--- config.mk ---
export PLATFORM = sky130hd
export DESIGN_NAME = pipeline_hazard_ctrl
export DESIGN_NICKNAME = d
export VERILOG_FILES = /design/src/rtl/pipeline_hazard_ctrl.sv
export SDC_FILE = /design/constraint.sdc
export NUM_CORES = 1
export LEC_CHECK = 0
export BUFFER_PORTS_ARGS = -buffer_cell sky130_fd_sc_hd__buf_4
export CORE_ASPECT_RATIO = 0.9
export CORE_MARGIN = 3
export CORE_UTILIZATION = 45
export DETAILED_ROUTE_END_ITERATION = 10
export PLACE_DENSITY_LB_ADDON = 0.2
export SYNTH_ARGS = -nofsm -noshare
export SYNTH_HDL_FRONTEND = slang
export SYNTH_SLANG_ARGS = --single-unit
--- constraint.sdc ---
create_clock -name clk -period 11.2 [get_ports clk]
set_input_delay 3.36 -clock clk [delete_from_list [all_inputs] [get_ports clk]]
set_output_delay 3.36 -clock clk [all_outputs]
set_load 0.005 [all_outputs]
--- src/rtl/pipeline_hazard_ctrl.sv ---
// Stall/flush controller for a 5-stage RV32I pipeline: load-use bubbles, memory freezes,
// redirect squashing (including a late wrong-path fetch) and saturating perf counters.
module pipeline_hazard_ctrl #(
  parameter int CNT_W = 32
) (
  input  logic             clk,
  input  logic             rst,
  input  logic [4:0]       id_rs1_num,
  input  logic [4:0]       id_rs2_num,
  input  logic             id_uses_rs1,
  input  logic             id_uses_rs2,
  input  logic [4:0]       ex_rd_num,
  input  logic             ex_is_load,
  input  logic             ex_redirect,
  input  logic             imem_read,
  input  logic             imem_resp,
  input  logic             dmem_read,
  input  logic             dmem_write,
  input  logic             dmem_resp,
  input  logic             perf_clr,
  output logic             pc_load,
  output logic             if_id_stall,
  output logic             id_ex_stall,
  output logic             ex_mem_stall,
  output logic             mem_wb_stall,
  output logic             if_id_clear,
  output logic             id_ex_clear,
  output logic             ex_mem_clear,
  output logic [CNT_W-1:0] stall_cycles,
  output logic [CNT_W-1:0] bubble_count,
  output logic [CNT_W-1:0] flush_count
);

  typedef enum logic {RUN, FLUSH} state_t;

  state_t state, state_next;
  logic   dmem_busy, imem_busy, lu;
  logic   freeze, redirect, flushing, bubble;
  logic   pc_load_c, if_id_stall_c, id_ex_stall_c, ex_mem_stall_c, mem_wb_stall_c;
  logic   if_id_clear_c, id_ex_clear_c, ex_mem_clear_c;

  assign dmem_busy = (dmem_read | dmem_write) & ~dmem_resp;
  assign imem_busy = imem_read & ~imem_resp;
  assign lu = ex_is_load & (ex_rd_num != 5'd0) &
              ((id_uses_rs1 & (id_rs1_num == ex_rd_num)) |
               (id_uses_rs2 & (id_rs2_num == ex_rd_num)));

  // A redirect beats the fetch wait: the outstanding fetch is wrong-path, and FLUSH absorbs it.
  assign freeze   = dmem_busy | ((state == RUN) & imem_busy & ~ex_redirect);
  assign redirect = (state == RUN) & ex_redirect & ~freeze;
  assign flushing = (state == FLUSH) & ~freeze;
  assign bubble   = (state == RUN) & lu & ~freeze & ~redirect;

  always_comb begin
    // NOTE: every signal gets a default here so no path leaves one unassigned (no latches).
    pc_load_c      = 1'b1;
    if_id_stall_c  = 1'b0;
    id_ex_stall_c  = 1'b0;
    ex_mem_stall_c = 1'b0;
    mem_wb_stall_c = 1'b0;
    if_id_clear_c  = 1'b0;
    id_ex_clear_c  = 1'b0;
    ex_mem_clear_c = 1'b0;
    state_next     = state;

    if (freeze) begin
      pc_load_c      = 1'b0;
      if_id_stall_c  = 1'b1;
      id_ex_stall_c  = 1'b1;
      ex_mem_stall_c = 1'b1;
      mem_wb_stall_c = 1'b1;
      if ((state == FLUSH) && imem_resp) state_next = RUN;
    end else if (flushing) begin
      pc_load_c     = 1'b0;
      if_id_clear_c = 1'b1;
      if (imem_resp) state_next = RUN;
    end else if (redirect) begin
      if_id_clear_c = 1'b1;
      id_ex_clear_c = 1'b1;
      state_next    = imem_busy ? FLUSH : RUN;
    end else if (bubble) begin
      pc_load_c     = 1'b0;
      if_id_stall_c = 1'b1;
      id_ex_clear_c = 1'b1;
    end
  end

  // A stalled stage is never cleared; reset forces every buffer to a bubble.
  assign pc_load      = ~rst & pc_load_c;
  assign if_id_stall  = ~rst & if_id_stall_c;
  assign id_ex_stall  = ~rst & id_ex_stall_c;
  assign ex_mem_stall = ~rst & ex_mem_stall_c;
  assign mem_wb_stall = ~rst & mem_wb_stall_c;
  assign if_id_clear  = rst | (if_id_clear_c & ~if_id_stall_c);
  assign id_ex_clear  = rst | (id_ex_clear_c & ~id_ex_stall_c);
  assign ex_mem_clear = rst | (ex_mem_clear_c & ~ex_mem_stall_c);

  function automatic logic [CNT_W-1:0] sat_inc(input logic [CNT_W-1:0] v);
    return (&v) ? v : v + CNT_W'(1);
  endfunction

  // NOTE: sequential state uses non-blocking assignments so all registers update together.
  always_ff @(posedge clk or posedge rst) begin
    if (rst) begin
      state        <= RUN;
      stall_cycles <= '0;
      bubble_count <= '0;
      flush_count  <= '0;
    end else begin
      state <= state_next;
      if (perf_clr) begin
        stall_cycles <= '0;
        bubble_count <= '0;
        flush_count  <= '0;
      end else begin
        if (freeze)   stall_cycles <= sat_inc(stall_cycles);
        if (bubble)   bubble_count <= sat_inc(bubble_count);
        if (redirect) flush_count  <= sat_inc(flush_count);
      end
    end
  end

endmodule

==> metrics.cfg, run 1 <==
[power]
p_int_mw = 0.528
pwr-share-seq = 0.518
switching_share = 0.229
p_per_area_mw_per_mm2 = 102
vdd_ir_drop_max_v = 0.0000904
switchingPower_mw = 0.157
leakage_nw = 2.89
clkPwrFrac = 0.419
power_mw = 0.685
comb_power_share = 0.063

[die]
die_y_um = 110
die_w_um = 122
initial_core_util = 0.468
die_area_mm2 = 0.0134
core-area_mm2 = 0.0116
num_rows = 37
io_pins = 131

[timing]
rsz0062_at_grt = no
fin_crit_sh = 0.750
setup_ws_ps = 2800
timing.fmax_mhz = 119
fin_crit_ps = 8400
worst_pin_slew_ps = 1070
final-setup-viol-count = 0
skew_ps = 10.1
drv_slew = 0
worst_hold_slack_ps = 577
relSlewSlack = 0.288
hold_viol_final = 0
tns_ps = 0

[clock_network]
cts.sinks = 97
numCtsBuffers = 9
clockBufferDepth = 2
post_cts_resized = 0
insertion_delay_ps = 350
cts_tree = yes
htree_num_levels = 3
path_clk_slew_ps = 70
root_buffer = clkbuf_16
cts_setup_buffers = 0
ctsHoldBuffers = 0

[finish]
num_antenna_cells = 0
syn2layout_area_growth_pct = 24.5
drive_gt1_frac = 0.226
finalNonFillerCells = 869
utilization = 0.582
nets = 740
final_cell_area_mm2 = 0.00674

[routing]
wirelength_mm = 13.9
drt-initial-drc-count = 370
drc = 0
final_antenna_net_count = 0
routedWlPerCell_um = 16.0
via_per_inst = 5.65
dr.pass1.iters = 5
vias = 4910

[hold_path]
min_path_type = register to register

[placed_design]
portBuffers = 130
placed_cell_area_mm2 = 0.00647
dp_hpwl_mm = 9.85
gp_congestion = 0.889
dp_slack_ps = 2770
placed_cells = 855

[synth]
syn_nets = 625
syn-instance-count = 595
synth-seq-area-share = 0.449
netlist_area_mm2 = 0.00541
avgSynthCellArea_um2 = 9.09
yosys.cell_types.count = 52
yosysWarnings = 0
synthArstFlopShare = 1.00
synth_seq_cells = 97
ys.flop_type = dfrtp_1
synth-edff-count = 0

[worst_setup_path]
rrSetupSlack_ps = 8220
path_max_fanout = 3
start_kind = primary input
slowest_delay_ps = 530
crit_arrival_ps = 5040
worstPathCellList = buf_4 > or4_1 > o21ai_1 > nand2b_1 > nor2_1 > nor4_1 > buf_4
slowest_stage = or4_1
critPathRequiredTime_ps = 7840
path_class = primary input to output pin
critical_path.most_common_cell = buf_4
end_kind = output pin

[job]
max_cap_viol_count = 0

[global_routing]
grt_pass1_vias = 4506
grt_overflow = 0
grt_first_pass_wirelength_mm = 22.3
antenna_found_initial = 0
grt_max_degree = 106
grt_usage = 0.209

[outcome]
status = completed

state kept, by name (all words and copies together) (netlist names):
register and count:
bubble_count 32, flush_count 32, stall_cycles 32, state 1
critical path: cells and delay by family:
kind,cells,cell delay [ps]
compound gates,1,280
buf+inv,2,300
simple gates,4,1110
final cells by class:
type / count / area, um2
inverters: 15 / 57.6
flip-flops and latches: 97 / 2430
clock inverters: 3 / 17.5
clock buffers: 11 / 253
multi-input cells: 456 / 2800
repair buffers: 131 / 983
well taps: 156 / 195
fillers: 1039 / 4840
per-layer routing:
layer | vias to the layer above | part of all wire | wire (um) | track usage
met2 | 164 | 0.47 | 6550 | 0.324
met4 | 0 | 0.018 | 245 | 0.0816
met5 | - | 0 | 0 | 0
li1 | 2362 | - | - | -
met1 | 2365 | 0.45 | 6210 | 0.282
met3 | 19 | 0.065 | 911 | 0.0571
logic make-up (layout without fill, tap and decap cells):
group / count (synthesis) / after routing / synth area share
buf+inv: 42 / 160 / 0.0333
fa+ha+maj: 3 / 3 / 0.00694
xor+xnor: 66 / 66 / 0.107
compound gates: 74 / 74 / 0.0879
simple gates: 304 / 304 / 0.298
mux: 9 / 9 / 0.0183
flops: 97 / 97 / 0.449
power groups by stage:
stage	Clock, mW	Combinational, mW	Sequential, mW
final	0.287	0.0434	0.355
after global placement	0	0.0432	0.361
after CTS	0.295	0.0444	0.355
after detailed placement	0	0.0443	0.361
after global routing	0.307	0.0485	0.355
after floorplan	0	0.0243	0.361
final timing paths:
path                                    endpoint  cells after the start              from
worst max-delay path                     pc_load                      7      ex_rd_num[1]
worst min-delay path            bubble_count[22]                      2  bubble_count[22]
worst max register to register  bubble_count[30]                      7   bubble_count[0]
worst min register to register  bubble_count[22]                      2  bubble_count[22]
max in group asynchronous       bubble_count[10]                      3               rst
min in group asynchronous       stall_cycles[22]                      2               rst
synthesized netlist by cell type, drive strengths merged, types with 5 or more instances:
master  number  area, um2
and2         5       31.3
or3         13       81.3
and4        11       96.3
nor2        80        300
mux2         7       78.8
nor3        15       75.1
clkbuf      20       75.1
o21ai       16       80.1
a21oi       28        140
nand2       40        153
inv         15       56.3
dfrtp       97       2430
xnor2       31        272
buf          7       48.8
nor4        12       81.3
nor2b       11       68.8
nand4       30        188
nand3       44        225
or2          5       31.3
xor2        35        307
and3        11       68.8
o31ai       13       97.6
or4         16        124
cells in the final DEF, fill, tap and decap left out, types with 14 or more instances in the layout:
cell type  instances
a21oi_1           28
buf_4            131
dfrtp_1           97
inv_1             14
nand2_1           39
nand3_1           43
nand4_1           30
nor2_1            80
nor3_1            15
o21ai_0           15
or4_1             15
xnor2_1           31
xor2_1            35
No activity file was read; power rests on OpenSTA's default activity.
==> inputs of run 2 (changes only) <==
==> constraint.sdc (replaced) <==
create_clock -name clk -period 7.56 [get_ports clk]
set_input_delay 2.268 -clock clk [delete_from_list [all_inputs] [get_ports clk]]
set_output_delay 2.268 -clock clk [all_outputs]
set_load 0.005 [all_outputs]
==> run 2 against run 1 <==
Net effect: sequential cell count stayed put; first-iteration DRC count up 16%; worst setup slack got worse by 1500 ps.
==> metrics.cfg, run 2 (synthesis results as in run 1) <==
[outcome]
status = completed

[finish]
register_area_mm2 = 0.00243
num_antenna_cells = 0
layout_common_cells = buf_4, dfrtp_1, nor2_1
final_common_cell = buf_4
utilization = 0.584
multiInputGateArea_mm2 = 0.00280
top_regs = bubble_count (32), flush_count (32), stall_cycles (32)
syn2layout_area_growth_pct = 24.9
nFillCells = 1051
drive_gt1_frac = 0.224
nets = 740

[placed_design]
gp_congestion = 0.863
dp_hpwl_mm = 9.79
portBuffers = 130

[clock_network]
clockBufferDepth = 2
root_buffer = clkbuf_16
cts_setup_buffers = 0
insertion_delay_ps = 340
post_cts_resized = 0
ctsHoldBuffers = 0
numCtsBuffers = 9
htree_num_levels = 3
path_clk_slew_ps = 70
cts.sinks = 97
cts_tree = yes

[routing]
vias = 4897
drt-initial-drc-count = 430
dr.pass1.iters = 4
final_antenna_net_count = 0
routedWlPerCell_um = 16.1
wirelength_mm = 14.0
drc = 0
via_per_inst = 5.62

[global_routing]
grt_usage = 0.207
antenna_found_initial = 0
grt_pass1_vias = 4428
grt_overflow = 0
grt_max_degree = 106
grt_first_pass_wirelength_mm = 22.2

[timing]
timing.fmax_mhz = 161
hold_viol_final = 0
final-setup-viol-count = 0
worst_pin_slew_ps = 1090
rsz0062_at_grt = no
drv_slew = 0
fin_crit_sh = 0.822
relSlewSlack = 0.271
skew_ps = 7.68
worst_hold_slack_ps = 575
tns_ps = 0
fin_crit_ps = 6220

[worst_setup_path]
slowest_stage = or4_1
critPathRequiredTime_ps = 5290
critical_path.most_common_cell = buf_4
path_max_fanout = 3
end_kind = output pin
slowest_delay_ps = 520
worstPathCellList = buf_4 > or4_1 > o21ai_1 > nand2b_1 > nor2_1 > nor4_1 > buf_4
crit_arrival_ps = 3950
start_kind = primary input
path_class = primary input to output pin

[die]
die_area_mm2 = 0.0134
die_w_um = 122
die_y_um = 110
num_rows = 37
io_pins = 131
core-area_mm2 = 0.0116
initial_core_util = 0.468

[power]
switching_share = 0.222
vdd_ir_drop_max_v = 0.000159
clkPwrFrac = 0.434
p_int_mw = 0.812
switchingPower_mw = 0.231
pwr-share-seq = 0.504
leakage_nw = 2.90
comb_power_share = 0.062
p_per_area_mw_per_mm2 = 154

[job]
max_cap_viol_count = 0

[hold_path]
min_path_type = register to register

## run 2: layer usage
metal  part of all wire  wire (um)  GRT usage
met5                  0          0          0
met4              0.017        231     0.0632
met3              0.054        753     0.0505
met2               0.48       6740      0.333
met1               0.45       6270      0.280
## run 2: per-stage QoR
stage	instances	power, mW	cell area (um2)	setup slack, ps
3_5_place_dp	855	0.601	6470	1340
4_1_cts	871	1.06	6760	1330
2_1_floorplan	595	0.570	5410	578
6_report	871	1.04	6760	1340
5_1_grt	871	1.08	6760	1290
3_3_place_gp	855	0.599	6470	1390
## run 2: final timing paths
path,start,endpoint,slack (ps),depth (start not counted)
max,ex_rd_num[1],pc_load,1340,7
min,bubble_count[22],bubble_count[22],570,2
max reg2reg,bubble_count[0],bubble_count[5],4760,7
min reg2reg,bubble_count[22],bubble_count[22],570,2
max in group asynchronous,rst,stall_cycles[23],4350,3
min in group asynchronous,rst,flush_count[2],1880,2
## run 2: power by group through the flow
stage	clock, mW	sequential [mW]	combinational (mW)
floorplan	0	0.534	0.0360
global placement	0	0.535	0.0639
detailed placement	0	0.535	0.0658
CTS	0.465	0.526	0.0659
global route	0.485	0.526	0.0711
finish	0.453	0.526	0.0643
## run 2: area by class of cell
class | count | share of cell area
Multi-Input combinational cell | 456 | 0.415
Sequential cell | 97 | 0.359
Timing Repair Buffer | 131 | 0.146
Clock buffer | 13 | 0.0370
Tap cell | 156 | 0.0289
Inverter | 15 | 0.00852
Clock inverter | 3 | 0.00592
## run 2: critical path: cells and delay by family
| kind | cells | cell delay (ps) |
|---|---|---|
| AND/OR/NAND/NOR | 4 | 1090 |
| AO/OA/AOI/OAI | 1 | 300 |
| buffers and inverters | 2 | 280 |
==> inputs of run 3 (changes only) <==
==> constraint.sdc (replaced) <==
create_clock -name clk -period 6.01 [get_ports clk]
set_input_delay 1.803 -clock clk [delete_from_list [all_inputs] [get_ports clk]]
set_output_delay 1.803 -clock clk [all_outputs]
set_load 0.005 [all_outputs]
==> run 3 against run 2 <==
Net effect: wire length decreased by 0.21%; sequential cell count unchanged; worst setup slack got worse by 590 ps; via count grew 1.4%; non-clock buffer count increased by 2; total power up 30%; sequential power grew 26%; count of clock-buffer cells in the layout fell by 1; utilization is 0.34 points higher; largest cell class unchanged; highest routed layer unchanged.
==> metrics.cfg, run 3 (synthesis results as in run 1) <==
[outcome]
status = completed

[placed_design]
dp_hpwl_mm = 9.93
placed_cell_area_mm2 = 0.00648
gp_congestion = 0.841
portBuffers = 130
dp_slack_ps = 731

[clock_network]
htree_num_levels = 3
cts_tree = yes
insertion_delay_ps = 350
clockBufferDepth = 2
cts.sinks = 97
post_cts_resized = 0
numCtsBuffers = 9
ctsHoldBuffers = 0
root_buffer = clkbuf_16
path_clk_slew_ps = 60
cts_setup_buffers = 0

[routing]
via_per_inst = 5.70
routedWlPerCell_um = 16.0
drt-initial-drc-count = 464
wirelength_mm = 14.0
drc = 0
vias = 4968
final_antenna_net_count = 0
dr.pass1.iters = 5

[timing]
timing.fmax_mhz = 190
skew_ps = 5.99
rsz0062_at_grt = no
fin_crit_sh = 0.874
worst_pin_slew_ps = 1060
final-setup-viol-count = 0
hold_viol_final = 0
relSlewSlack = 0.291
fin_crit_ps = 5250
setup_ws_ps = 757
tns_ps = 0
drv_slew = 0

[global_routing]
grt_use_met1 = 0.301
grt_max_degree = 106
met2_usage = 0.344
grt_usage = 0.219
grt_pass1_vias = 4784
top_usage_layer = met2
antenna_found_initial = 0
met3_usage = 0.0459
grt_first_pass_wirelength_mm = 23.5
grt_overflow = 0

[hold_path]
min_path_type = register to register
hold_end = bubble_count[17]
whs_path_depth = 2
holdCritStartpoint = bubble_count[17]

[finish]
num_antenna_cells = 0
nFillCells = 1082
drive_gt1_frac = 0.226
nets = 742
final_cell_area_mm2 = 0.00680
top_regs = bubble_count (32), flush_count (32), stall_cycles (32)
syn2layout_area_growth_pct = 25.6
layout_common_cells = buf_4, dfrtp_1, nor2_1
final_common_cell = buf_4

[worst_setup_path]
worstReg2RegStart = bubble_count[0]
critical_path.most_common_cell = buf_4
path_max_fanout = 3
end_kind = output pin
worstPathCellList = buf_4 > or4_1 > o21ai_1 > nand2b_1 > nor2_1 > nor4_1 > buf_4
crit_arrival_ps = 3450
slowest_delay_ps = 540
r2r_cells = 7
rrSetupSlack_ps = 3040
slowest_stage = or4_1
critPathRequiredTime_ps = 4210
reg2reg_to = bubble_count[5]
start_kind = primary input
path_class = primary input to output pin

[die]
io_pins = 131
die_area_mm2 = 0.0134
num_rows = 37
die_y_um = 110
die_w_um = 122
core-area_mm2 = 0.0116
initial_core_util = 0.468

[job]
max_cap_viol_count = 0

[power]
p_per_area_mw_per_mm2 = 199
leakage_nw = 2.92
vdd_ir_drop_max_v = 0.000126

==> run 3: area by class of cell <==
type	count	area, um2	share of cell area
sequential	97	2430	0.357
clock buffer	12	246	0.0363
inverter	15	60.1	0.00884
timing repair buffer	133	998	0.147
clock inverter	3	65.1	0.00957
multi-input combinational	456	2800	0.413
tap	156	195	0.0287
==> run 3: report_power, final <==
| group | leakage (nW) | switching (mW) | internal, mW |
|---|---|---|---|
| Sequential | 1.35 | 0.00539 | 0.656 |
| Clock | 0.153 | 0.238 | 0.373 |
| Combinational | 1.41 | 0.0491 | 0.0330 |
| Total | 2.92 | 0.293 | 1.06 |
==> run 3: worst max-delay path by stage <==
| stage | from | end | slack [ps] | cells after the start |
|---|---|---|---|---|
| finish | ex_rd_num[1] | pc_load | 760 | 7 |
| global route | ex_rd_num[1] | pc_load | 630 | 7 |
| CTS | ex_rd_num[1] | pc_load | 730 | 7 |
| detailed placement | ex_rd_num[1] | pc_load | 730 | 7 |
| global placement | ex_rd_num[1] | pc_load | 770 | 7 |
| floorplan | rst | if_id_stall | 700 | 2 |
==> run 3: critical path: cells and delay by family <==
family          cells  cell delay (ps)
buf+inv             2              280
compound gates      1              270
simple gates        4             1100
==> run 3: metal layers <==
layer  vias to the layer above  share of wire
met2                       135           0.47
li1                       2367              -
met4                         0          0.024
met3                        24          0.055
met1                      2442           0.46
met5                         -              0
==> run 3: metrics by stage <==
| step | total power, mW | util | hold slack, ps | cells |
|---|---|---|---|---|
| after detailed placement | 0.758 | 0.560 | 571 | 857 |
| after global routing | 1.41 | 0.587 | 619 | 872 |
| final | 1.36 | 0.587 | 577 | 872 |
| after CTS | 1.38 | 0.587 | 580 | 872 |
| after global placement | 0.755 | 0.560 | 559 | 857 |
| after floorplan | 0.717 | - | 534 | 595 |
